[src/rtl/nanosoc_busmatrix_input_hold.sv]
// Per-master AHB-Lite address-phase hold stage: replays a refused address phase from registers
// while stalling the master; data-phase ready/response pass back. Option: NANOSOC_BUSMATRIX_HOLD_SEQ2NONSEQ_EN
module nanosoc_busmatrix_input_hold #(
  parameter int ADDR_W = 32,
  parameter int PROT_W = 4
) (
  input  logic              HCLK,
  input  logic              HRESETn,
  input  logic              HSELS,
  input  logic [ADDR_W-1:0] HADDRS,
  input  logic [1:0]        HTRANSS,
  input  logic              HWRITES,
  input  logic [2:0]        HSIZES,
  input  logic [2:0]        HBURSTS,
  input  logic [PROT_W-1:0] HPROTS,
  input  logic              HREADYS,
  output logic              HREADYOUTS,
  output logic [1:0]        HRESPS,
  output logic              HSELM,
  output logic [ADDR_W-1:0] HADDRM,
  output logic [1:0]        HTRANSM,
  output logic              HWRITEM,
  output logic [2:0]        HSIZEM,
  output logic [2:0]        HBURSTM,
  output logic [PROT_W-1:0] HPROTM,
  input  logic              ACCEPTM,
  input  logic              DATAACTM,
  input  logic              READYM,
  input  logic [1:0]        RESPM
);

  localparam logic [1:0] TRANS_IDLE   = 2'b00;
  localparam logic [1:0] TRANS_NONSEQ = 2'b10;
  localparam logic [1:0] TRANS_SEQ    = 2'b11;
  localparam logic [1:0] RESP_OKAY    = 2'b00;

  typedef enum logic {IDLE_PASS = 1'b0, HELD = 1'b1} state_t;

  state_t            r_state;
  state_t            w_state_nxt;
  logic              w_new_req;
  logic              w_capture;
  logic [1:0]        w_held_trans;
  logic [ADDR_W-1:0] r_addr;
  logic [1:0]        r_trans;
  logic              r_write;
  logic [2:0]        r_size;
  logic [2:0]        r_burst;
  logic [PROT_W-1:0] r_prot;

  assign w_new_req = HSELS & HREADYS & HTRANSS[1];
  assign w_capture = (r_state == IDLE_PASS) & w_new_req & ~ACCEPTM;

  always_ff @(posedge HCLK or negedge HRESETn) begin
    if (!HRESETn) r_state <= IDLE_PASS;
    else          r_state <= w_state_nxt;
  end

  always_comb begin
    w_state_nxt = r_state;
    case (r_state)
      IDLE_PASS: if (w_capture) w_state_nxt = HELD;
      HELD:      if (ACCEPTM)   w_state_nxt = IDLE_PASS;
    endcase
  end

  always_ff @(posedge HCLK or negedge HRESETn) begin
    if (!HRESETn) begin
      r_addr  <= '0;
      r_trans <= TRANS_IDLE;
      r_write <= 1'b0;
      r_size  <= '0;
      r_burst <= '0;
      r_prot  <= '0;
    end else if (w_capture) begin
      r_addr  <= HADDRS;
      r_trans <= HTRANSS;
      r_write <= HWRITES;
      r_size  <= HSIZES;
      r_burst <= HBURSTS;
      r_prot  <= HPROTS;
    end
  end

`ifdef NANOSOC_BUSMATRIX_HOLD_SEQ2NONSEQ_EN
  // A replayed beat may lose arbitration continuity, so restart it as NONSEQ.
  assign w_held_trans = (r_trans == TRANS_SEQ) ? TRANS_NONSEQ : r_trans;
`else
  assign w_held_trans = r_trans;
`endif

  always_comb begin
    HSELM      = w_new_req;
    HADDRM     = HADDRS;
    HTRANSM    = HSELS ? HTRANSS : TRANS_IDLE;
    HWRITEM    = HWRITES;
    HSIZEM     = HSIZES;
    HBURSTM    = HBURSTS;
    HPROTM     = HPROTS;
    HREADYOUTS = DATAACTM ? READYM : 1'b1;
    HRESPS     = DATAACTM ? RESPM : RESP_OKAY;
    if (r_state == HELD) begin
      HSELM      = 1'b1;
      HADDRM     = r_addr;
      HTRANSM    = w_held_trans;
      HWRITEM    = r_write;
      HSIZEM     = r_size;
      HBURSTM    = r_burst;
      HPROTM     = r_prot;
      HREADYOUTS = 1'b0;
      HRESPS     = RESP_OKAY;
    end
    // Keep the bus quiet while reset is held, whatever the master drives.
    if (!HRESETn) begin
      HSELM      = 1'b0;
      HTRANSM    = TRANS_IDLE;
      HREADYOUTS = 1'b1;
      HRESPS     = RESP_OKAY;
    end
  end

endmodule
[config.mk]
export PLATFORM = sky130hd
export DESIGN_NAME = nanosoc_busmatrix_input_hold
export DESIGN_NICKNAME = d
export VERILOG_FILES = /design/src/rtl/nanosoc_busmatrix_input_hold.sv
export SDC_FILE = /design/constraint.sdc
export NUM_CORES = 1
export LEC_CHECK = 0
export ABC_AREA = 1
export CAP_MARGIN = 20
export CORE_UTILIZATION = 43
export CTS_CLUSTER_DIAMETER = 100
export DETAILED_ROUTE_END_ITERATION = 10
export PLACE_DENSITY = 0.8
export SLEW_MARGIN = 10
export SYNTH_ARGS = -nofsm -noshare
export SYNTH_HDL_FRONTEND = slang
export SYNTH_SLANG_ARGS = --single-unit
[constraint.sdc]
create_clock -name HCLK -period 1.4 [get_ports HCLK]
set_input_delay 0.28 -clock HCLK [delete_from_list [all_inputs] [get_ports HCLK]]
set_output_delay 0.28 -clock HCLK [all_outputs]
set_load 0.005 [all_outputs]
# --- Yosys cells after proc, flatten, opt, wreduce, memory -nomap -nowiden ---
# Cells that the tools add are included.
totals:
  wordCells: 32
  reg_bits: 46
classes:
  mux: 19
  bitwise_logic: 6
ops:
  columns: ["op", "n"]
  rows:
  - ["$mux 32", 1]
  - ["$mux 2", 6]
  - ["$mux 1", 8]
  - ["$mux 3", 2]
  - ["$and 1x1->1", 4]
  - ["$mux 4", 1]
  - ["$not 1->1", 2]
  - ["$pmux 1 s2", 1]

# --- Depth between registers and ports, before layout ---
# Gate-level depths: netlist of run 1.
logic_depth:
  word_depth: 6
  mapped_depth: 6
  mapped_depth_nobuf: 5

# --- Least setup slack after synthesis of run 1 ---
# Ideal clock, no wire load.
synth_timing:
  path_type: "register to output"
  startpoint: "register r_state"
  endpoint: "output HTRANSM[1]"
  path_buffers: 2
  required_time_ns: 1.120
  stages_incl_launch_ff: 6
  arrival_ns: 0.950
  setup_slack_ns: 0.170
  path_cell_list: "dfrtp_1 > buf_4 > inv_2 > buf_2 > o21ai_0 > a21oi_1"
synth_via:
  elab_chain_cells: 2
synth_rtl:
  columns: ["item", "line_no", "source"]
  rows:
  - ["start: declaration", "39", "state_t r_state;"]
  - ["start signal: assignment", "56", "else r_state <= w_state_nxt;"]
  - ["$mux 2", "102", "if (r_state == HELD) begin"]
  - ["$mux 2", "114", "if (!HRESETn) begin"]
  - ["end: declaration", "21", "output logic [1:0] HTRANSM,"]
# No other way between the ends.

# --- Worst setup path in the final report of run 1 ---
layout_timing:
  startpoint: "register r_state"
  endpoint: "output HADDRM[3]"
layout_via:
  elab_chain_cells: 1
layout_rtl:
  columns: ["item", "line_no", "source"]
  rows:
  - ["$mux 32", "102", null]
  - ["end: declaration", "20", "output logic [ADDR_W-1:0] HADDRM,"]
# No other way between the ends.

==> report_table.html, run 1 <==
<table>
<tr><th>Metric</th><th>Value</th></tr>
<tr><th colspan="2">STA</th></tr>
<tr><td>Number of failing hold endpoints at the final stage</td><td>0</td></tr>
<tr><td>Post-Route Setup TNS</td><td>-23660 ps</td></tr>
<tr><td>Pins over their slew limit</td><td>0</td></tr>
<tr><td>Max_slew headroom</td><td>between 70% and 80%</td></tr>
<tr><td>Crit share post-route</td><td>127%</td></tr>
<tr><td>Unrepaired setup endpoints after global routing</td><td>true</td></tr>
<tr><td>Slew at the pin closest to its max-slew limit</td><td>around 400 ps</td></tr>
<tr><td>Worst Clk Skew</td><td>4.61 ps</td></tr>
<tr><td>Highest attainable clock frequency</td><td>approximately 0.56 GHz</td></tr>
<tr><td>Final critical path time including I/O delays and setup</td><td>1780 ps</td></tr>
<tr><td>Worst hold-check slack</td><td>82.2 ps</td></tr>
<tr><td>Count of final setup violators</td><td>between 90 and 100</td></tr>
<tr><td>Worst path setup slack after routing</td><td>-377 ps</td></tr>
<tr><th colspan="2">Critical path</th></tr>
<tr><td>Nature of the critical path startpoint</td><td>flip-flop</td></tr>
<tr><td>Max incr delay on CP</td><td>~470 ps</td></tr>
<tr><td>Critical path's top delay family</td><td>buffers and inverters</td></tr>
<tr><td>Library cell contributing the largest single delay on the critical path</td><td>sky130_fd_sc_hd__dfrtp_2</td></tr>
<tr><td>CP Buf/Inv Count</td><td>5</td></tr>
<tr><td>Maximum fanout encountered on the critical timing path</td><td>4</td></tr>
<tr><td>Worst setup path category</td><td>reg -&gt; out</td></tr>
<tr><td>Most frequent cell on the critical path</td><td>sky130_fd_sc_hd__buf_6</td></tr>
<tr><td>Critical path capture point type</td><td>primary output</td></tr>
<tr><td>Required time at the endpoint of the critical path</td><td>around 1100 ps</td></tr>
<tr><td>Worst path arrival time</td><td>1500 ps</td></tr>
<tr><td>Sequence of cells on the critical path</td><td>clkinv_4, buf_6, buf_6, buf_6, nand2_2, nand2_1, buf_2</td></tr>
<tr><th colspan="2">Placement</th></tr>
<tr><td>Weighted congestion reported at the end of routability-driven placement</td><td>0.783</td></tr>
<tr><td>Pre-CTS WS</td><td>-478 ps</td></tr>
<tr><td>Area of placed instances</td><td>around 3800 um^2</td></tr>
<tr><td>Number of port buffers</td><td>between 100 and 150</td></tr>
<tr><td>HPWL after detailed placement</td><td>5090 um</td></tr>
<tr><th colspan="2">Routing</th></tr>
<tr><td>Final WL</td><td>11100 um</td></tr>
<tr><td>Uppermost layer routed</td><td>met4</td></tr>
<tr><td>WL met3</td><td>~790 um</td></tr>
<tr><td>Count of routing violations after the opening detailed-route iteration</td><td>211</td></tr>
<tr><td>Drc violations</td><td>0</td></tr>
<tr><td>Avg WL per Cell</td><td>approximately 19 um</td></tr>
<tr><td>Wire length on met2</td><td>around 5800 um</td></tr>
<tr><td>Detailed-route vias per instance</td><td>~5.6</td></tr>
<tr><td>ANT nets after route</td><td>0</td></tr>
<tr><td>Pre-Repair DR Iteration Count</td><td>6</td></tr>
<tr><td>Vias</td><td>roughly 3300</td></tr>
<tr><td>Met1 routed wirelength after detailed routing</td><td>between 3000 and 4000 um</td></tr>
<tr><th colspan="2">Logic synthesis</th></tr>
<tr><td>Yosys top cell area share</td><td>a little under half</td></tr>
<tr><td>#FFs+latches synth</td><td>46</td></tr>
<tr><td>Largest area contributor in the netlist</td><td>sky130_fd_sc_hd__dfrtp_1</td></tr>
<tr><td>Leading cell types by total area after synthesis</td><td>sky130_fd_sc_hd__dfrtp_1 46%, sky130_fd_sc_hd__nand2_1 33%, sky130_fd_sc_hd__nand3_1 9.3%</td></tr>
<tr><td>Post-synthesis sequential area ratio</td><td>between 40% and 50%</td></tr>
<tr><td>Count of synthesis-stage warnings from yosys</td><td>0</td></tr>
<tr><td>Share of synthesized registers carrying an async set or reset</td><td>between 90% and 100%</td></tr>
<tr><td>Average size of a mapped cell</td><td>7.03 um^2</td></tr>
<tr><td>Most numerous cell types in the synthesized netlist</td><td>219 x sky130_fd_sc_hd__nand2_1, 46 x sky130_fd_sc_hd__dfrtp_1, 46 x sky130_fd_sc_hd__nand3_1</td></tr>
<tr><td>Post-synthesis instance area</td><td>approximately 2500 um^2</td></tr>
<tr><td>Main synth FF type</td><td>sky130_fd_sc_hd__dfrtp_1</td></tr>
<tr><td>Count of flip-flops with a built-in enable after synthesis</td><td>0</td></tr>
<tr><td>Distinct cells, synth</td><td>15</td></tr>
<tr><td>Synth Net Count</td><td>a little over 400</td></tr>
<tr><td>Post-synthesis instance total</td><td>around 350</td></tr>
<tr><td>Most common cell in the synthesized netlist</td><td>sky130_fd_sc_hd__nand2_1</td></tr>
<tr><th colspan="2">Job</th></tr>
<tr><td>Max-cap check violation count</td><td>0</td></tr>
<tr><th colspan="2">Clock tree</th></tr>
<tr><td>Buffer depth of the longest clock path</td><td>2</td></tr>
<tr><td>CTS Buf Count</td><td>5</td></tr>
<tr><td>CTS tree</td><td>built</td></tr>
<tr><td>Deepest level of the CTS H-tree</td><td>2</td></tr>
<tr><td>Number of clock sinks</td><td>46</td></tr>
<tr><td>Clock latency on the worst-skew pair</td><td>~300 ps</td></tr>
<tr><td>Clock-pin slew reported for the worst setup and hold paths after clock tree synthesis</td><td>80 ps</td></tr>
<tr><td>Clock tree root buffer cell</td><td>sky130_fd_sc_hd__clkbuf_8</td></tr>
<tr><th colspan="2">Power</th></tr>
<tr><td>Total power after layout</td><td>slightly above 4 mW</td></tr>
<tr><td>Worst supply voltage drop on vdd</td><td>approximately 0.00053 V</td></tr>
<tr><td>Cell area power density</td><td>873 nW/um^2</td></tr>
<tr><td>Static Leakage</td><td>roughly 2.4 nW</td></tr>
<tr><th colspan="2">Cells and area</th></tr>
<tr><td>Layout filler cell count</td><td>between 300 and 400</td></tr>
<tr><td>Synth-to-layout area growth</td><td>88.4%</td></tr>
<tr><td>Share of final-layout standard cells stronger than drive strength 1</td><td>roughly 52%</td></tr>
<tr><td>Post-Layout Inst Area</td><td>4670 um^2</td></tr>
<tr><td>Antenna Cells</td><td>0</td></tr>
<tr><td>Final #Nets</td><td>564</td></tr>
<tr><th colspan="2">Floorplan</th></tr>
<tr><td>Number of top-level pins</td><td>between 100 and 150</td></tr>
<tr><td>Core Rows</td><td>27</td></tr>
<tr><td>Area of the die</td><td>6070 um^2</td></tr>
<tr><td>Die W</td><td>77.9 um</td></tr>
<tr><td>DIE HEIGHT</td><td>~80 um</td></tr>
<tr><td>Initial core utilization</td><td>roughly 45%</td></tr>
<tr><td>Core Box Area</td><td>between 5000 and 6000 um^2</td></tr>
<tr><th colspan="2">GRT</th></tr>
<tr><td>Number of antenna violations at the first check in global routing</td><td>0</td></tr>
<tr><td>Largest net degree at the start of global routing</td><td>31</td></tr>
<tr><td>Residual overflow from global routing</td><td>0</td></tr>
<tr><td>Global-route usage over all layers</td><td>between 20% and 30%</td></tr>
<tr><td>Via count of the first global-routing pass</td><td>a little over 3000</td></tr>
<tr><td>First-pass GRT wire length</td><td>about 14000 um</td></tr>
<tr><th colspan="2">Status</th></tr>
<tr><td>Violations in the final reports</td><td>negative setup slack</td></tr>
<tr><td>Run status</td><td>complete, but fails checks</td></tr>
<tr><th colspan="2">Hold path</th></tr>
<tr><td>Worst min path class</td><td>in -&gt; async</td></tr>
</table>
==> power breakdown <==
| group | switching [mW] | internal (mW) | total [mW] |
|---|---|---|---|
| Combinational | 0.656 | 0.727 | 1.38 |
| Sequential | 0.313 | 1.59 | 1.91 |
| Clock | 0.444 | 0.345 | 0.789 |
==> worst paths after layout <==
check                           from    endpoint  slack [ps]  cells after the start
min in group HCLK          r_addr[5]   r_addr[5]         510                      2
setup reg to reg             r_state   r_addr[3]        -280                      8
hold / removal               HRESETn   r_addr[3]          80                      2
hold reg to reg            r_addr[5]   r_addr[5]         510                      2
max in group asynchronous    HRESETn  r_trans[0]         780                      2
setup / recovery             r_state   HADDRM[3]        -380                      7
==> per-layer routing <==
metal  vias up  track usage [%]
met4         0             13.5
met2       217             55.0
li1       1412                -
met5         -                0
met1      1575             32.9
met3        59             4.59
==> area by class of cell <==
| type | count | area [um^2] | share of cell area, % |
|---|---|---|---|
| timing repair inverter | 1 | 7.51 | 0.161 |
| sequential | 46 | 1150 | 24.7 |
| clock buffer | 7 | 76.3 | 1.63 |
| inverter | 6 | 27.5 | 0.589 |
| multi-input combinational | 279 | 1680 | 35.9 |
| tap | 72 | 90.1 | 1.93 |
| timing repair buffer | 171 | 1640 | 35.2 |
==> cells by family (layout without fill, tap and decap cells) <==
group	after synthesis	count (layout)	share of synthesized area (%)
buf+inv	28	185	6.86
flops	46	46	46.4
compound gates	7	7	1.51
simple gates	272	272	45.2
==> state kept, by name, indices dropped and copies added (netlist names) <==
| name | cells |
|---|---|
| r_trans | 2 |
| r_addr | 32 |
| r_state | 1 |
| r_prot | 4 |
| r_write | 1 |
| r_size | 3 |
| r_burst | 3 |
==> cells in the final DEF, fill, tap and decap left out, types with 4 or more instances in the layout <==
cell type                         netlist  final
sky130_fd_sc_hd__clkbuf_16              0      4
sky130_fd_sc_hd__clkbuf_8               0      5
sky130_fd_sc_hd__nand2_2                1     96
sky130_fd_sc_hd__nand2_4                1     31
sky130_fd_sc_hd__dfrtp_1               46     45
sky130_fd_sc_hd__buf_12                 0     11
sky130_fd_sc_hd__buf_6                  4     18
sky130_fd_sc_hd__nand2_1              219     93
sky130_fd_sc_hd__buf_2                 13     47
sky130_fd_sc_hd__inv_1                  5      5
sky130_fd_sc_hd__buf_4                  5     32
sky130_fd_sc_hd__clkdlybuf4s50_1        0     52
sky130_fd_sc_hd__buf_8                  0      4
sky130_fd_sc_hd__nand3_1               46     43
==> worst reg2reg max path, stage by stage, from the launching register on <==
cell                        delay, ps
sky130_fd_sc_hd__dfrtp_2          480
sky130_fd_sc_hd__buf_6            170
sky130_fd_sc_hd__buf_12           140
sky130_fd_sc_hd__buf_8            120
sky130_fd_sc_hd__nor2_8           180
sky130_fd_sc_hd__nand2_8          130
sky130_fd_sc_hd__clkbuf_16        210
sky130_fd_sc_hd__nand2_1           80
sky130_fd_sc_hd__nand2_1           60
==> timing repair <==
action,in CTS,in global routing
endpoints found under the hold margin,1,0
hold buffers,1,0
resized for setup,261,150
gates cloned,6,5
endpoints found under the setup margin,49,94
setup buffers,19,2
pin swaps,20,20
==> per-stage QoR <==
| stage | cells | util (%) |
|---|---|---|
| after floorplan | 353 | - |
| after global placement | 549 | 69.4 |
| after detailed placement | 549 | 69.4 |
| after CTS | 580 | 75.6 |
| after global routing | 582 | 84.3 |
| final | 582 | 84.3 |
Note: power is estimated with default switching activity, not from simulation.
==> inputs of run 2 (changes only) <==
--- a/config.mk
+++ b/config.mk
@@ -6,7 +6,7 @@
 export NUM_CORES = 1
 export LEC_CHECK = 0
 export ABC_AREA = 1
-export CAP_MARGIN = 20
+export CAP_MARGIN = 10
 export CORE_UTILIZATION = 43
 export CTS_CLUSTER_DIAMETER = 100
 export DETAILED_ROUTE_END_ITERATION = 10
==> results of run 2 <==
No change in the layout: final DEF, timing and power equal those of run 1.
